`src/rtl/traffic_button_debouncer_if.sv`:
```
// Button debouncer signal bundle: raw input and ack towards the debouncer,
// debounced level/pulse/request/count and FSM debug state back.
interface traffic_button_debouncer_if;
   logic       in_sync;
   logic       ack;
   logic       level;
   logic       press_pulse;
   logic       request;
   logic [7:0] press_count;
   logic [1:0] dbg_state;

   modport master (
      output in_sync, ack,
      input  level, press_pulse, request, press_count, dbg_state
   );

   modport slave (
      input  in_sync, ack,
      output level, press_pulse, request, press_count, dbg_state
   );
endinterface

```
`src/rtl/traffic_button_debouncer.sv`:
```
// Debounces a synchronized button level into a clean level, a press pulse,
// a sticky request and a press counter (enabled by TRAFFIC_BTN_PRESS_COUNT_EN).
module traffic_button_debouncer #(
   parameter int DEBOUNCE_CYCLES = 4,
   parameter int CNT_W           = 8
) (
   input  logic                        clk,
   input  logic                        reset,
   traffic_button_debouncer_if.slave   btn
);

   typedef enum logic [1:0] {
      S_LOW  = 2'd0,
      S_RISE = 2'd1,
      S_HIGH = 2'd2,
      S_FALL = 2'd3
   } state_t;

   localparam logic [CNT_W-1:0] CNT_LAST = CNT_W'(DEBOUNCE_CYCLES - 1);
   localparam logic [CNT_W-1:0] CNT_ONE  = CNT_W'(1);

   state_t           state_q, state_d;
   logic [CNT_W-1:0] cnt_q, cnt_d;
   logic             level_q, level_d;
   logic             pulse_q, pulse_d;
   logic             request_q, request_d;
   logic             accept_press;
   logic             accept_release;

   always_ff @(posedge clk) begin
      if (reset) begin
         state_q <= S_LOW;
         cnt_q   <= '0;
      end else begin
         state_q <= state_d;
         cnt_q   <= cnt_d;
      end
   end

   always_comb begin
      state_d = state_q;
      cnt_d   = cnt_q;
      case (state_q)
         S_LOW: begin
            if (btn.in_sync) begin
               state_d = S_RISE;
               cnt_d   = CNT_ONE;
            end else begin
               cnt_d   = '0;
            end
         end
         S_RISE: begin
            if (!btn.in_sync) begin
               state_d = S_LOW;
               cnt_d   = '0;
            end else if (cnt_q == CNT_LAST) begin
               state_d = S_HIGH;
               cnt_d   = '0;
            end else begin
               cnt_d   = cnt_q + CNT_ONE;
            end
         end
         S_HIGH: begin
            if (!btn.in_sync) begin
               state_d = S_FALL;
               cnt_d   = CNT_ONE;
            end
         end
         S_FALL: begin
            if (btn.in_sync) begin
               state_d = S_HIGH;
               cnt_d   = '0;
            end else if (cnt_q == CNT_LAST) begin
               state_d = S_LOW;
               cnt_d   = '0;
            end else begin
               cnt_d   = cnt_q + CNT_ONE;
            end
         end
         default: begin
            state_d = S_LOW;
            cnt_d   = '0;
         end
      endcase
   end

   assign accept_press   = (state_q == S_RISE) && btn.in_sync  && (cnt_q == CNT_LAST);
   assign accept_release = (state_q == S_FALL) && !btn.in_sync && (cnt_q == CNT_LAST);

   // A new press wins over a coincident ack, which refers to the earlier press.
   always_comb begin
      level_d   = level_q;
      if (accept_press)   level_d = 1'b1;
      if (accept_release) level_d = 1'b0;
      pulse_d   = accept_press;
      request_d = accept_press | (request_q & ~btn.ack);
   end

   always_ff @(posedge clk) begin
      if (reset) begin
         level_q   <= 1'b0;
         pulse_q   <= 1'b0;
         request_q <= 1'b0;
      end else begin
         level_q   <= level_d;
         pulse_q   <= pulse_d;
         request_q <= request_d;
      end
   end

`ifdef TRAFFIC_BTN_PRESS_COUNT_EN
   logic [7:0] count_q, count_d;

   always_comb begin
      count_d = count_q;
      if (accept_press && (count_q != 8'hFF)) count_d = count_q + 8'd1;
   end

   always_ff @(posedge clk) begin
      if (reset) count_q <= 8'd0;
      else       count_q <= count_d;
   end

   assign btn.press_count = count_q;
`else
   assign btn.press_count = 8'd0;
`endif

   assign btn.level       = level_q;
   assign btn.press_pulse = pulse_q;
   assign btn.request     = request_q;
   assign btn.dbg_state   = state_q;

endmodule

```
`src/flat_wrapper.sv`:
```
// flat-port wrapper written by rule: the top's interface ports become plain ports
module traffic_button_debouncer_flat 
#(
   parameter int DEBOUNCE_CYCLES = 4,
   parameter int CNT_W           = 8
)
  (clk, reset, btn_in_sync, btn_ack, btn_level, btn_press_pulse, btn_request, btn_press_count, btn_dbg_state);
  traffic_button_debouncer_if btn_i ();
  input  logic clk;
  input  logic reset;
  input wire logic [$bits(btn_i.in_sync)-1:0] btn_in_sync;
  input wire logic [$bits(btn_i.ack)-1:0] btn_ack;
  output wire logic [$bits(btn_i.level)-1:0] btn_level;
  output wire logic [$bits(btn_i.press_pulse)-1:0] btn_press_pulse;
  output wire logic [$bits(btn_i.request)-1:0] btn_request;
  output wire logic [$bits(btn_i.press_count)-1:0] btn_press_count;
  output wire logic [$bits(btn_i.dbg_state)-1:0] btn_dbg_state;
  assign btn_i.in_sync = btn_in_sync;
  assign btn_i.ack = btn_ack;
  assign btn_level = btn_i.level;
  assign btn_press_pulse = btn_i.press_pulse;
  assign btn_request = btn_i.request;
  assign btn_press_count = btn_i.press_count;
  assign btn_dbg_state = btn_i.dbg_state;
  traffic_button_debouncer #(.DEBOUNCE_CYCLES(DEBOUNCE_CYCLES), .CNT_W(CNT_W)) u_core (.clk(clk), .reset(reset), .btn(btn_i));
endmodule
```
`config.mk`:
```
export PLATFORM = sky130hd
export DESIGN_NAME = traffic_button_debouncer_flat
export DESIGN_NICKNAME = d
export VERILOG_FILES = /design/src/rtl/traffic_button_debouncer_if.sv /design/src/rtl/traffic_button_debouncer.sv /design/src/flat_wrapper.sv
export SDC_FILE = /design/constraint.sdc
export NUM_CORES = 1
export LEC_CHECK = 0
export ABC_AREA = 1
export CAP_MARGIN = 10
export CORE_UTILIZATION = 45
export CTS_BUF_LIST = sky130_fd_sc_hd__clkbuf_8
export CTS_CLUSTER_DIAMETER = 30
export DETAILED_ROUTE_END_ITERATION = 6
export PLACE_DENSITY = 0.75
export SYNTH_ARGS = -nofsm -noshare
export SYNTH_HDL_FRONTEND = slang
export SYNTH_SLANG_ARGS = --single-unit
```
`constraint.sdc`:
```
create_clock -name clk -period 1.5 [get_ports clk]
set_input_delay 0.15 -clock clk [delete_from_list [all_inputs] [get_ports clk]]
set_output_delay 0.15 -clock clk [all_outputs]
set_load 0.005 [all_outputs]
```
* Word-level counts from Yosys, hierarchy flattened *
Index checks and enable logic that the tools add are counted.

storage, ports and cells
  input bits = 4
  latch bits = 0
  bits in registers = 13
  output and inout bits = 13
  memories kept = 0
  memory bits (read-only) = 0
  RAM bits = 0

operators by class
  multiply operators = 0
  mux-type cells = 13
  reductions and logical operators = 8
  magnitude comparators = 0
  add/subtract/negate cells = 1
  bitwise operators = 3
  equal/unequal tests = 8
  div/mod/pow operators = 0
  shift operators = 0

operators with widths
  kind                                           number
  two-way mux 8 bit                              4
  case mux 8 bit (4 select lines)                1
  two-way mux 2 bit                              6
  adder 8 x 1 -> 8 bit, second input constant    1
  == test 8 x 2 -> 1 bit, second input constant  1
  case mux 2 bit (4 select lines)                1
  != test 3 x 2 -> 1 bit, second input constant  2
  == test 2 bit, second input constant           2
  logical AND 1 bit                              4
  != test 2 bit, second input constant           2
  AND reduction 4 bit                            1
  == test 2 x 1 -> 1 bit, second input constant  1
  logical NOT 2 bit                              1
  OR reduction 2 bit                             1
  AND 1 bit                                      1
  logical NOT 1 bit                              1
  two-way mux 1 bit                              1
  NOT 1 bit                                      1
  OR 1 bit                                       1

* Longest topological paths before layout *
  depth in word-level cells = 4
  depth in mapped cells = 8
  depth with buffers taken out = 8

* Worst setup path after synthesis *
No wires, ideal clock.

  path kind = register to register
  start point = register u_core.cnt_q[0]
  end point = register u_core.level_q, in the netlist u_core.btn.level
  cell stages (with the launch flop) = 7
  setup time = 0.070 ns
  data required time = 1.430 ns
  arrival time = 1.096 ns
  clock period less this slack = 1.165 ns
  slack = 0.335 ns
  path through = dfxtp_1 -> ha_1 -> nand2_1 -> nor2_1 -> nand2_1 -> or2_1 -> a21oi_1

on the way
  cells in the longest elaborated chain, start to end = 3

ends and longest elaborated chain
  element                       line                                                            source
  start, declared               traffic_button_debouncer.sv:23                                  logic [CNT_W-1:0] cnt_q, cnt_d;
  start signal, assigned        traffic_button_debouncer.sv:36                                  cnt_q <= cnt_d;
  == test 8 x 2 -> 1 bit (*)    traffic_button_debouncer.sv:87, traffic_button_debouncer.sv:88
  logical AND 1 bit             traffic_button_debouncer.sv:88                                  assign accept_release = (state_q == S_FALL) && !btn.in_sync && (cnt_q == CNT_LAST);
  OR reduction 2 bit (no line)  --
  end signal, assigned          traffic_button_debouncer.sv:105                                 level_q <= level_d;
  end, declared                 traffic_button_debouncer.sv:24                                  logic level_q, level_d;

Mark *: on every way between the ends. The rest lies on a longest branch, timed or not.
A chain may end at the register's enable or synchronous reset.

* Worst setup path after layout *
  start point = register u_core.state_q[0], in the netlist u_core.btn.dbg_state[0]
  end point = output btn_dbg_state[0]

RTL lines
  element                 line                            source
  start, declared         traffic_button_debouncer.sv:22  state_t state_q, state_d;
  start signal, assigned  traffic_button_debouncer.sv:35  state_q <= state_d;
  end, declared           flat_wrapper.sv:17              output wire logic [$bits(btn_i.dbg_state)-1:0] btn_dbg_state;

No word-level cell between the ends.

==> reports/results.txt <==
post-route setup slack: 0.0881 ns
worst min path class: register to register
filler instances: 139
worst r2r src: u_core.cnt_q[0]
wire per inst: 10.2 µm
initial antenna violation count: 0
Max Freq: 708 MHz
Inserted Diodes: 0
core area: 1380 µm²
WP buf/inv: 1
# IOs: 17
register bit total from synthesis: 13
grt ovf: 0
P_leak: 0.000342 µW
Design Power: 778 µW
met3 wire len: 65 µm
Crit Path Max Fanout: 8
pin count of the biggest net entering global routing: 10
post-synthesis mux area share: 0%
Die Span X: 41.8 µm
layout cells sized above 1: 11.9%
Synth Area in Simple Gates: 36.6%
Syn-to-layout area delta: 15.6%
first-pass GRT wire length: 2270 µm
H-Tree Depth: 1
slowest stage delay, CP: 0.56 ns
DRT iter0 DRCs: 17
Starting Density: 51.5%
first-pass detailed-route iteration total: 4
sequential fraction of the synthesis area: 36.6%
crit path DAT: 1.26 ns
Startpoint Class: register
DRC: 0
status: complete, no violations
distinct cell type count after synthesis: 20
peak supply drop: 0.000578 V
Hold WS: 0.454 ns
Routed Antenna Nets: 0
layout net count: 115
# port buffers: 8
final hold vios: 0
RSZ-0062 raised after global routing: false
largest family of logic cells by synthesized area: simple AND/OR/NAND/NOR gates
CTS max path bufs: 2
worst reg2reg path depth: 8
CTS Buf Count: 3
Reg clk slew, reported paths: 0.06 ns
fin area: 823 µm²
cell depth of the worst setup path: 1
Synth Area in Compound Gates: 5.10%
crit-path cells: clkdlybuf4s50_1
Via Count: 598
post-synthesis xor/xnor area fraction: 3.69%
vias in the first global route: 550
Warnings, synthesis: 0
drt total wl: 1270 µm
DIE AREA: 1750 µm²
die height: 41.8 µm
RePlAce Congestion: 0.813
hold depth: 2
Pwr Density: 945 nW/µm²
Syn Inst Count: 98
Post-DP HPWL: 985 µm
uppermost layer routed: met4
vias per inst: 4.82
CP endpoint kind: output port
crit-path leading delay family: buffers and inverters
syn avg cell area: 7.26 µm²
adder-cell area share of the yosys netlist: 1.76%
DP Area: 777 µm²
Crit path required time: 1.35 ns
postcts setup bufs: 0
Root Driver: clkbuf_8
clk sink count: 13
endpoints failing setup: 0
max_cap viols: 0
Setup WS pre-CTS: 0.0563 ns
clock latency at the later pin of the worst-skew pair: 0.24 ns
fin crit share: 94.1%
Crit Path Class: register to output port
Setup TNS: 0 ns
Layout Skew: 0.00204 ns
CTS tree: done
CP Launch Point: u_core.btn.dbg_state[0]
# rows: 13
Routed met2 length: 586 µm
Overall Global Routing Usage: 17.2%
Post-CTS Resized: 0
DRT met1 WL: 572 µm
Tmin final: 1.41 ns
HP Start: u_core.btn.level
hold buffer count at cts: 0
synthesized area: 712 µm²
slowest CP cell: clkdlybuf4s50_1
fin. max-slew vios: 0
==> placed cells by master, fill, tap and decap left out, drive strengths merged <==
cell type | netlist | final
a21oi | 5 | 5
clkbuf | 0 | 3
clkdlybuf4s50 | 0 | 8
clkinv | 0 | 1
conb | 1 | 8
dfxtp | 13 | 13
ha | 1 | 1
inv | 14 | 14
nand2 | 23 | 23
nand3 | 9 | 9
nand3b | 2 | 2
nand4 | 2 | 2
nor2 | 12 | 12
nor3 | 2 | 2
o21ai | 1 | 1
o22ai | 1 | 1
or2 | 1 | 1
xor2 | 3 | 3
==> kinds of logic after synthesis <==
| family | count (synthesis) |
|---|---|
| AO/OA/AOI/OAI | 7 |
| XOR/XNOR | 3 |
| other | 1 |
| AND/OR/NAND/NOR | 51 |
| buffers and inverters | 22 |
| adder cells (fa/ha/maj) | 1 |
| flip-flops | 13 |
==> final timing paths <==
kind	slack, ns	to
setup / recovery	0.09	btn_dbg_state[0]
hold / removal	0.45	u_core.btn.level
setup reg to reg	0.16	u_core.cnt_q[3]
hold reg to reg	0.45	u_core.btn.level
==> power by group <==
group	leakage, µW	total [µW]	switching [µW]	internal (µW)
clock network	0.0000255	315	131	184
registers	0.000105	371	15.2	355
logic	0.000211	92.3	52.9	39.4
==> cell type report <==
cell class	count	area [µm²]	share of cell area (%)
Inverter	14	52.6	6.38
Multi-Input combinational cell	70	365	44.4
Timing Repair Buffer	8	80.1	9.73
Clock buffer	3	41.3	5.02
Sequential cell	13	260	31.6
Tap cell	15	18.8	2.28
Clock inverter	1	5.00	0.608
==> metal layers <==
layer,up-vias,GRT usage [%]
li1,310,-
met1,265,20.7
met2,18,26.9
met3,5,3.91
met4,0,11.6
met5,-,0
==> synthesized netlist by cell type <==
| library cell | instances | area share (%) |
|---|---|---|
| nor2_1 | 11 | 5.8 |
| or2_1 | 1 | 0.88 |
| inv_2 | 1 | 0.53 |
| nand2_2 | 4 | 3.5 |
| nand3_4 | 1 | 2.5 |
| a21oi_1 | 5 | 3.5 |
| o21ai_0 | 1 | 0.70 |
| nand2_1 | 19 | 10 |
| inv_1 | 13 | 6.9 |
| nor3_2 | 2 | 2.8 |
| nand4_1 | 2 | 1.8 |
| conb_1 | 1 | 0.53 |
| dfxtp_1 | 13 | 37 |
| nand3_1 | 8 | 5.6 |
| o22ai_1 | 1 | 0.88 |
| nor2_4 | 1 | 1.6 |
| nand3b_1 | 2 | 2.1 |
| buf_4 | 8 | 8.4 |
| xor2_1 | 3 | 3.7 |
| ha_1 | 1 | 1.8 |
==> per-stage QoR <==
stage	cells	util, %
5_1_grt	124	59.5
4_1_cts	124	59.5
3_3_place_gp	120	56.2
3_5_place_dp	120	56.2
2_1_floorplan	105	-
6_report	124	59.5
==> state kept, by name (all words and copies together), names as in the netlist, named ones only <==
| signal | count |
|---|---|
| u_core.btn.dbg_state | 1 |
| u_core.btn.level | 1 |
| u_core.btn.press_pulse | 1 |
| u_core.btn.request | 1 |
| u_core.cnt_q | 8 |
Power figures use the tool's default switching activity.
